$ cat config.mk
export PLATFORM = sky130hd
export DESIGN_NAME = shift_left_by_1_flat
export DESIGN_NICKNAME = d
export VERILOG_FILES = /design/src/rtl/shift_left_by_1_pkg.sv /design/src/rtl/shift_left_by_1_if.sv /design/src/rtl/shift_left_by_1.sv /design/src/flat_wrapper.sv
export SDC_FILE = /design/constraint.sdc
export NUM_CORES = 1
export LEC_CHECK = 0
export ABC_AREA = 1
export BUFFER_PORTS_ARGS = -buffer_cell sky130_fd_sc_hd__buf_4
export CAP_MARGIN = 30
export CORE_MARGIN = 4
export CORE_UTILIZATION = 30
export CTS_BUF_LIST = sky130_fd_sc_hd__clkbuf_4
export CTS_CLUSTER_DIAMETER = 80
export DETAILED_ROUTE_END_ITERATION = 6
export PLACE_DENSITY = 0.66
export RECOVER_POWER = 100
export SYNTH_ARGS = -nofsm -noshare
export SYNTH_HDL_FRONTEND = slang
export SYNTH_SLANG_ARGS = --single-unit
$ cat constraint.sdc
create_clock -name clk -period 0.9 [get_ports clk]
set_input_delay 0.045 -clock clk [delete_from_list [all_inputs] [get_ports clk]]
set_output_delay 0.045 -clock clk [all_outputs]
set_load 0.005 [all_outputs]
$ cat src/rtl/shift_left_by_1_pkg.sv
// Shared constants for the shift-left-by-one pipeline stage.
// Default operand and result widths live here so every user of the stage agrees on them.
package shift_left_by_1_pkg;

    localparam int SHL_IN_W  = 32;
    localparam int SHL_OUT_W = 15;

endpackage : shift_left_by_1_pkg

$ cat src/rtl/shift_left_by_1_if.sv
// Valid/ready operand and result channel of the shift-left-by-one stage.
// The slave modport is the stage itself; the master modport is the upstream/downstream side.
interface shift_left_by_1_if
    import shift_left_by_1_pkg::*;
#(
    parameter int IN_W  = SHL_IN_W,
    parameter int OUT_W = SHL_OUT_W
);

    logic             in_valid;
    logic             in_ready;
    logic [IN_W-1:0]  input_value;
    logic             out_valid;
    logic             out_ready;
    logic [OUT_W-1:0] shifted_output;
    logic             overflow;

    modport slave (
        input  in_valid,
        output in_ready,
        input  input_value,
        output out_valid,
        input  out_ready,
        output shifted_output,
        output overflow
    );

    modport master (
        output in_valid,
        input  in_ready,
        output input_value,
        input  out_valid,
        output out_ready,
        input  shifted_output,
        input  overflow
    );

endinterface : shift_left_by_1_if

$ cat src/rtl/shift_left_by_1.sv
// One-stage pipeline: shifts the operand left by one, truncates to OUT_W bits and
// flags any discarded nonzero bits. Result and flag come only from registers.
module shift_left_by_1
    import shift_left_by_1_pkg::*;
#(
    parameter int IN_W  = SHL_IN_W,
    parameter int OUT_W = SHL_OUT_W
) (
    input logic             clk,
    input logic             rst_n,
    shift_left_by_1_if.slave bus
);

    if (OUT_W < 2 || OUT_W > IN_W) begin : g_bad_width
        $error("shift_left_by_1: OUT_W must satisfy 2 <= OUT_W <= IN_W");
    end

    logic             out_valid_q;
    logic [OUT_W-1:0] result_q;
    logic             overflow_q;

    logic             in_xfer;
    logic [OUT_W-1:0] result_d;
    logic             overflow_d;

    // Skid-free single register: a stalled result blocks new operands, a draining one does not.
    assign bus.in_ready = !out_valid_q || bus.out_ready;
    assign in_xfer      = bus.in_valid && bus.in_ready;

    assign result_d   = {bus.input_value[OUT_W-2:0], 1'b0};
    assign overflow_d = |bus.input_value[IN_W-1:OUT_W-1];

    always_ff @(posedge clk) begin
        if (!rst_n) begin
            out_valid_q <= 1'b0;
            result_q    <= '0;
            overflow_q  <= 1'b0;
        end else if (in_xfer) begin
            out_valid_q <= 1'b1;
            result_q    <= result_d;
            overflow_q  <= overflow_d;
        end else if (bus.out_ready) begin
            out_valid_q <= 1'b0;
        end
    end

    assign bus.out_valid      = out_valid_q;
    assign bus.shifted_output = result_q;
    assign bus.overflow       = overflow_q;

endmodule : shift_left_by_1

$ cat src/flat_wrapper.sv
// flat-port wrapper written by rule: the top's interface ports become plain ports
module shift_left_by_1_flat import shift_left_by_1_pkg::*;
#(
    parameter int IN_W  = SHL_IN_W,
    parameter int OUT_W = SHL_OUT_W
)
  (clk, rst_n, bus_in_valid, bus_in_ready, bus_input_value, bus_out_valid, bus_out_ready, bus_shifted_output, bus_overflow);
  shift_left_by_1_if #(.IN_W(IN_W), .OUT_W(OUT_W)) bus_i ();
  input logic clk;
  input logic rst_n;
  input wire logic [$bits(bus_i.in_valid)-1:0] bus_in_valid;
  output wire logic [$bits(bus_i.in_ready)-1:0] bus_in_ready;
  input wire logic [$bits(bus_i.input_value)-1:0] bus_input_value;
  output wire logic [$bits(bus_i.out_valid)-1:0] bus_out_valid;
  input wire logic [$bits(bus_i.out_ready)-1:0] bus_out_ready;
  output wire logic [$bits(bus_i.shifted_output)-1:0] bus_shifted_output;
  output wire logic [$bits(bus_i.overflow)-1:0] bus_overflow;
  assign bus_i.in_valid = bus_in_valid;
  assign bus_in_ready = bus_i.in_ready;
  assign bus_i.input_value = bus_input_value;
  assign bus_out_valid = bus_i.out_valid;
  assign bus_i.out_ready = bus_out_ready;
  assign bus_shifted_output = bus_i.shifted_output;
  assign bus_overflow = bus_i.overflow;
  shift_left_by_1 #(.IN_W(IN_W), .OUT_W(OUT_W)) u_core (.clk(clk), .rst_n(rst_n), .bus(bus_i));
endmodule
==> reports/metrics.yaml, run 1 <==
outcome: "finished with violations"
drcViolationCount: 0
yosys_warnings: 0
synth_ff_type: "dfxtp_1"
p_comb_frac: 0.247
layout_commonest_cell: "buf_4"
synthArstFlopShare: 0
maxCapViolCount: 0
die_h_um: 56.1
clock_latency_ns: 0.27
ys_ff_latch: 16
overflow: 0
skew_ns: 0.00158
synth-seq-area-share: 0.462
ff_latch_area_um2: 322
p_leak_nw: 0.558
dp_cells: 167
p_switching_uw: 377
rsz0062_at_grt: "yes"
cpPeakStageDelay_ns: 0.35
drtIter0Drc: 8
clockBufferDepth: 2
grt_max_degree: 18
routed_wl_um: 1770
fin_cells: 171
grt_util_all_layers: 0.113
drive_gt1_frac: 0.497
fmax_mhz: 1040
gp_congestion: 0.741
p_sw_frac: 0.248
path_cells: "nand2_4 > buf_6 > buf_6"
drv_slew: 0
pre_cts_ws_ns: -0.0414
avgSynthCellArea_um2: 7.70
vdd_drop_max_uv: 574
clock_sinks: 16
io_buffers: 52
grt_first_pass_wirelength_um: 2920
netlist_area_um2: 693
vias_per_cell: 4.33
min_period_over_period: 1.06
dr_total_vias: 740
setup_slack_ns: -0.0578
hold_violations: 0
cts_buffers: 3
power.density_nw_per_um2: 1330
p_int_mw: 1.14
multi_input_area_um2: 322
rows: 17
initial_core_util: 0.313
cp-end-kind: "output port"
cts_root_buffer: "clkbuf_4"
postRouteAntennaNets: 0
ys_types: 19
clk_pin_slew_worst_paths_ns: 0.08
synthCells: 90
setup_viol: 2
wire_per_inst_um: 10.4
cts_tree: "done"
syn_nets: 126
die_x_um: 56.1
crit_path_frequent_cell: "buf_6"
crit_path_start_kind: "flip-flop"
nNetsFinal: 181
first_pass_iters: 4
detailed_place_hpwl_um: 1460
regToRegSetupSlack_ns: -0.03
cp.arrival_ns: 0.91
pwr-share-seq: 0.526
cp_slowest_cell: "dfxtp_2"
violations: "negative setup slack"
cp_max_fo: 2
fin_crit_ns: 0.958
antenna_found_initial: 0
io_pins: 54
crit_type: "reg -> out"
synth_edf_count: 0
nFillCells: 226
layout_common_cells: "buf_4 (36), nor2_1 (32), clkbuf_4 (18), dfxtp_1 (15), o21ai_1 (9)"
htreeDepth: 1
worstPathRequired_ns: 0.85
cts_setup_buffers: 0
area_delta_synth_final_pct: 65.0
core_um2: 2210
grt_pass1_vias: 701
diodes: 0
p_clk_frac: 0.227
die-area_um2: 3140
hp-class: "in -> reg"
synth_stat cells, types with 2 or more instances:
cell type   n  area (um2)
dfxtp_1    16         320
inv_1       2        7.51
nand2_1     5        18.8
nor2_1     36         135
nor2_2      5        31.3
o21ai_0     5        25.0
o21ai_1     9        45.0
final cells by class:
| type | instances | area share |
|---|---|---|
| inverter | 4 | 0.0241 |
| tap | 28 | 0.0306 |
| multi-input combinational | 66 | 0.281 |
| timing repair buffer | 54 | 0.363 |
| clock buffer | 3 | 0.0197 |
| sequential | 16 | 0.281 |
what timing repair did:
action | 4_1_cts | 5_1_grt
gates resized for setup | 6 | 2
pin swaps | 1 | 1
hold buffers | 0 | 1
setup endpoints to repair | 3 | 15
hold endpoints to repair | 0 | 1
final timing paths:
kind / from / to / cells after the start
setup / recovery: u_core.bus.out_valid$_SDFFE_PN0P_ / bus_in_ready / 3
hold / removal: bus_input_value[4] / u_core.bus.shifted_output[5]$_SDFFE_PN0P_ / 3
setup reg to reg: u_core.bus.out_valid$_SDFFE_PN0P_ / u_core.bus.overflow$_SDFFE_PN0P_ / 7
hold reg to reg: u_core.bus.shifted_output[5]$_SDFFE_PN0P_ / u_core.bus.shifted_output[5]$_SDFFE_PN0P_ / 2
registers in the layout, indices dropped and copies added, names as in the netlist:
signal                     count
u_core.bus.out_valid           1
u_core.bus.shifted_output     14
u_core.bus.overflow            1
critical path, delay by kind of cell, from the launching register on:
| kind | cells | cell delay, ns |
|---|---|---|
| simple gates | 1 | 0.07 |
| buf+inv | 2 | 0.22 |
| flops | 1 | 0.35 |
power groups by stage:
stage / clock, mW / combinational, mW / sequential (mW)
after global placement: 0 / 0.362 / 0.814
after floorplan: 0 / 0.155 / 0.818
after detailed placement: 0 / 0.369 / 0.816
after global routing: 0.401 / 0.416 / 0.809
final: 0.345 / 0.376 / 0.801
after CTS: 0.366 / 0.382 / 0.802
through the flow:
stage | utilization | total power, mW | hold slack (ns) | setup TNS [ns] | instance area [um2]
after floorplan | - | 0.973 | 0.169 | 0 | 694
after global placement | 0.490 | 1.18 | 0.288 | -0.0119 | 1080
after detailed placement | 0.490 | 1.19 | 0.292 | -0.0414 | 1080
after CTS | 0.510 | 1.55 | 0.00603 | -0.113 | 1130
after global routing | 0.517 | 1.63 | 0.0101 | -0.514 | 1140
final | 0.517 | 1.52 | 0.0190 | -0.0879 | 1140
routing by layer:
layer	GRT usage	up-vias	wire length, um
li1	-	389	-
met1	0.136	308	725
met2	0.182	43	795
met3	0.0487	0	250
met4	0.0305	0	0
met5	0	-	0
logic make-up (layout without fill, tap and decap cells):
family | count (synthesis) | in the layout | share of synthesized area
other | 1 | 1 | 0.00541
AND/OR/NAND/NOR | 50 | 50 | 0.329
flip-flops | 16 | 16 | 0.462
AO/OA/AOI/OAI | 15 | 15 | 0.108
buffers and inverters | 8 | 61 | 0.0957
No activity file was read; power rests on OpenSTA's default activity.
==> run 2, diff against run 1 <==
--- a/config.mk
+++ b/config.mk
@@ -10,7 +10,7 @@
 export CAP_MARGIN = 30
 export CORE_MARGIN = 4
 export CORE_UTILIZATION = 30
-export CTS_BUF_LIST = sky130_fd_sc_hd__clkbuf_4
+export CTS_BUF_LIST = sky130_fd_sc_hd__clkbuf_16
 export CTS_CLUSTER_DIAMETER = 80
 export DETAILED_ROUTE_END_ITERATION = 6
 export PLACE_DENSITY = 0.66
==> run 2 against run 1 <==
  * Wire length grew 4.7%
  * Final cell count grew 1.2%
  * First-iteration DRC count shrank 38%
  * Critical path depth is the same
  * The run still ends with negative setup slack left
  * Critical path type unchanged
  * Fmax grew 3.8%
  * Combinational power grew 6.9%
  * Non-clock buffer count grew 1
  * Global-route usage grew 0.95 points
  * Worst hold slack gained 0.023 ns
==> reports/metrics.yaml, run 2 (synthesis results as in run 1) <==
outcome: "finished with violations"
violations: "negative setup slack"
clock_sinks: 16  # unchanged
largest_reg_flops: 14  # unchanged
drv_slew: 0  # unchanged
layout_common_cells: "buf_4 (38), nor2_1 (35), dfxtp_1 (15), clkbuf_4 (14)"
initial_core_util: 0.313  # unchanged
hold_violations: 0  # unchanged
rows: 17  # unchanged
vias_per_cell: 4.31  # -0.35%
htreeDepth: 1  # unchanged
multi_input_area_um2: 343  # +6.6%
cp_max_fo: 3  # +1
io_buffers: 52  # unchanged
worst_hold_path.endpoint: "u_core.bus.shifted_output[13]$_SDFFE_PN0P_"
ff_latch_area_um2: 322  # unchanged
timing.rr.end: "u_core.bus.shifted_output[5]$_SDFFE_PN0P_"
cts_tree: "done"
grt_pass1_vias: 738  # +5.3%
nFillCells: 214  # -5.3%
maxCapViolCount: 0  # unchanged
r2r_cells: 5  # -2
r2r_start: "u_core.bus.out_valid$_SDFFE_PN0P_"
holdWs_ns: 0.0424  # +0.0233 ns
wire_per_inst_um: 10.7  # +3.5%
grt_first_pass_wirelength_um: 3130  # +7.1%
clockBufferDepth: 2  # unchanged
skew_ns: 0.00119  # -0.000389 ns
postRouteAntennaNets: 0  # unchanged
min-delay-start: "bus_input_value[12]"
cp_slowest_cell: "dfxtp_2"
cts_root_buffer: "clkbuf_16"
first_pass_iters: 4  # unchanged
nNetsFinal: 183  # +1.1%
setup_slack_ns: -0.0223  # +0.0355 ns
clock_latency_ns: 0.24  # -0.03 ns
area_delta_synth_final_pct: 77.4
whs_path_depth: 3  # unchanged
fin_crit_ns: 0.922  # -0.0355 ns
grt_util_all_layers: 0.122  # +0.00951
cp.arrival_ns: 0.88  # -0.03 ns
p_leak_nw: 0.600  # +7.7%
diodes: 0  # unchanged
overflow: 0  # unchanged
fmax_mhz: 1080  # +3.8%
routed_wl_um: 1860  # +4.7%
rsz0062_at_grt: "yes"
crit_type: "reg -> out"
crit_path_frequent_cell: "buf_6"
cp-end-kind: "output port"
cts_buffers: 3  # unchanged
setup_viol: 2  # unchanged
die-area_um2: 3140  # unchanged
die_x_um: 56.1  # unchanged
cpPeakStageDelay_ns: 0.34  # about the same
die_h_um: 56.1  # unchanged
regToRegSetupSlack_ns: 0  # +0.03 ns
drive_gt1_frac: 0.531  # +0.0345
layout_commonest_cell: "buf_4"
io_pins: 54  # unchanged
crit_path_start_kind: "flip-flop"
power.density_nw_per_um2: 1640  # +23%
hp-class: "in -> reg"
min_period_over_period: 1.02  # -0.0394
core_um2: 2210  # unchanged
critical_path.startpoint: "u_core.bus.out_valid$_SDFFE_PN0P_"
setup_tns_ns: -0.0229  # +0.0649 ns
drtIter0Drc: 5  # -3
drcViolationCount: 0  # unchanged
dr_total_vias: 746  # +0.81%
clk_pin_slew_worst_paths_ns: 0.05  # -0.03 ns
grt_max_degree: 16  # -2
antenna_found_initial: 0  # unchanged
cts_hold_buffers: 0  # unchanged
worstPathRequired_ns: 0.85  # about the same
path_cells: "nand2_4 > buf_6 > buf_6"
detailed_place_hpwl_um: 1460  # unchanged
gp_congestion: 0.741  # unchanged
vdd_drop_max_uv: 870  # +52%
run 2: cell count changes in the layout (fill, tap and decap cells not counted), moves of 2 or more:
cell | previous run | this run
o21ai_2 | 0 | 6
buf_4 | 36 | 38
nor2_2 | 8 | 6
o21ai_0 | 5 | 2
clkbuf_16 | 0 | 3
nor2_1 | 32 | 35
clkbuf_4 | 18 | 14
o21ai_1 | 9 | 6
run 2: area by class of cell:
cell class | count | share of cell area
repair buffers | 55 | 0.352
multi-input cells | 67 | 0.279
flip-flops and latches | 16 | 0.261
well taps | 28 | 0.0285
inverters | 4 | 0.0183
clock buffers | 3 | 0.0610
run 2: timing repair:
item,4_1_cts,5_1_grt
pin swaps,2,1
gates cloned,1,0
gates resized for setup,11,1
setup endpoints to repair,2,15
buffers inserted,2,0
run 2: stage by stage:
stage,instances,cell area (um2),setup WS [ns],power [mW],util
2_1_floorplan,90,694,0.00348,0.973,-
3_3_place_gp,167,1080,-0.0119,1.18,0.490
3_5_place_dp,167,1080,-0.0414,1.19,0.490
4_1_cts,173,1230,-0.0298,2.05,0.555
5_1_grt,173,1230,-0.0567,2.12,0.556
6_report,173,1230,-0.0223,2.01,0.556
run 2: critical path, delay by kind of cell, from the launching register on:
| kind | cells | cell delay (ns) |
|---|---|---|
| flip-flops | 1 | 0.34 |
| buffers and inverters | 2 | 0.22 |
| AND/OR/NAND/NOR | 1 | 0.08 |
run 2: worst max path at each step:
stage	slack, ns	to	depth (start not counted)
3_3_place_gp	-0.01	u_core.bus.overflow$_SDFFE_PN0P_	7
4_1_cts	-0.03	bus_in_ready	3
2_1_floorplan	0.003	u_core.bus.shifted_output[2]$_SDFFE_PN0P_	6
5_1_grt	-0.06	u_core.bus.overflow$_SDFFE_PN0P_	7
3_5_place_dp	-0.04	u_core.bus.overflow$_SDFFE_PN0P_	7
6_report	-0.02	bus_in_ready	3
run 2: power breakdown:
group / switching [mW] / leakage [nW] / internal [mW] / total, mW
Clock: 0.232 / 0.0370 / 0.579 / 0.811
Sequential: 0.0329 / 0.133 / 0.769 / 0.802
Combinational: 0.163 / 0.430 / 0.240 / 0.402
Total: 0.427 / 0.600 / 1.59 / 2.01
run 2: metal layers:
| metal | vias up | global-route usage | share of wire |
|---|---|---|---|
| li1 | 390 | - | - |
| met2 | 43 | 0.204 | 0.47 |
| met1 | 311 | 0.141 | 0.39 |
| met5 | - | 0 | 0 |
| met3 | 2 | 0.0557 | 0.14 |
| met4 | 0 | 0.0305 | 0.0032 |
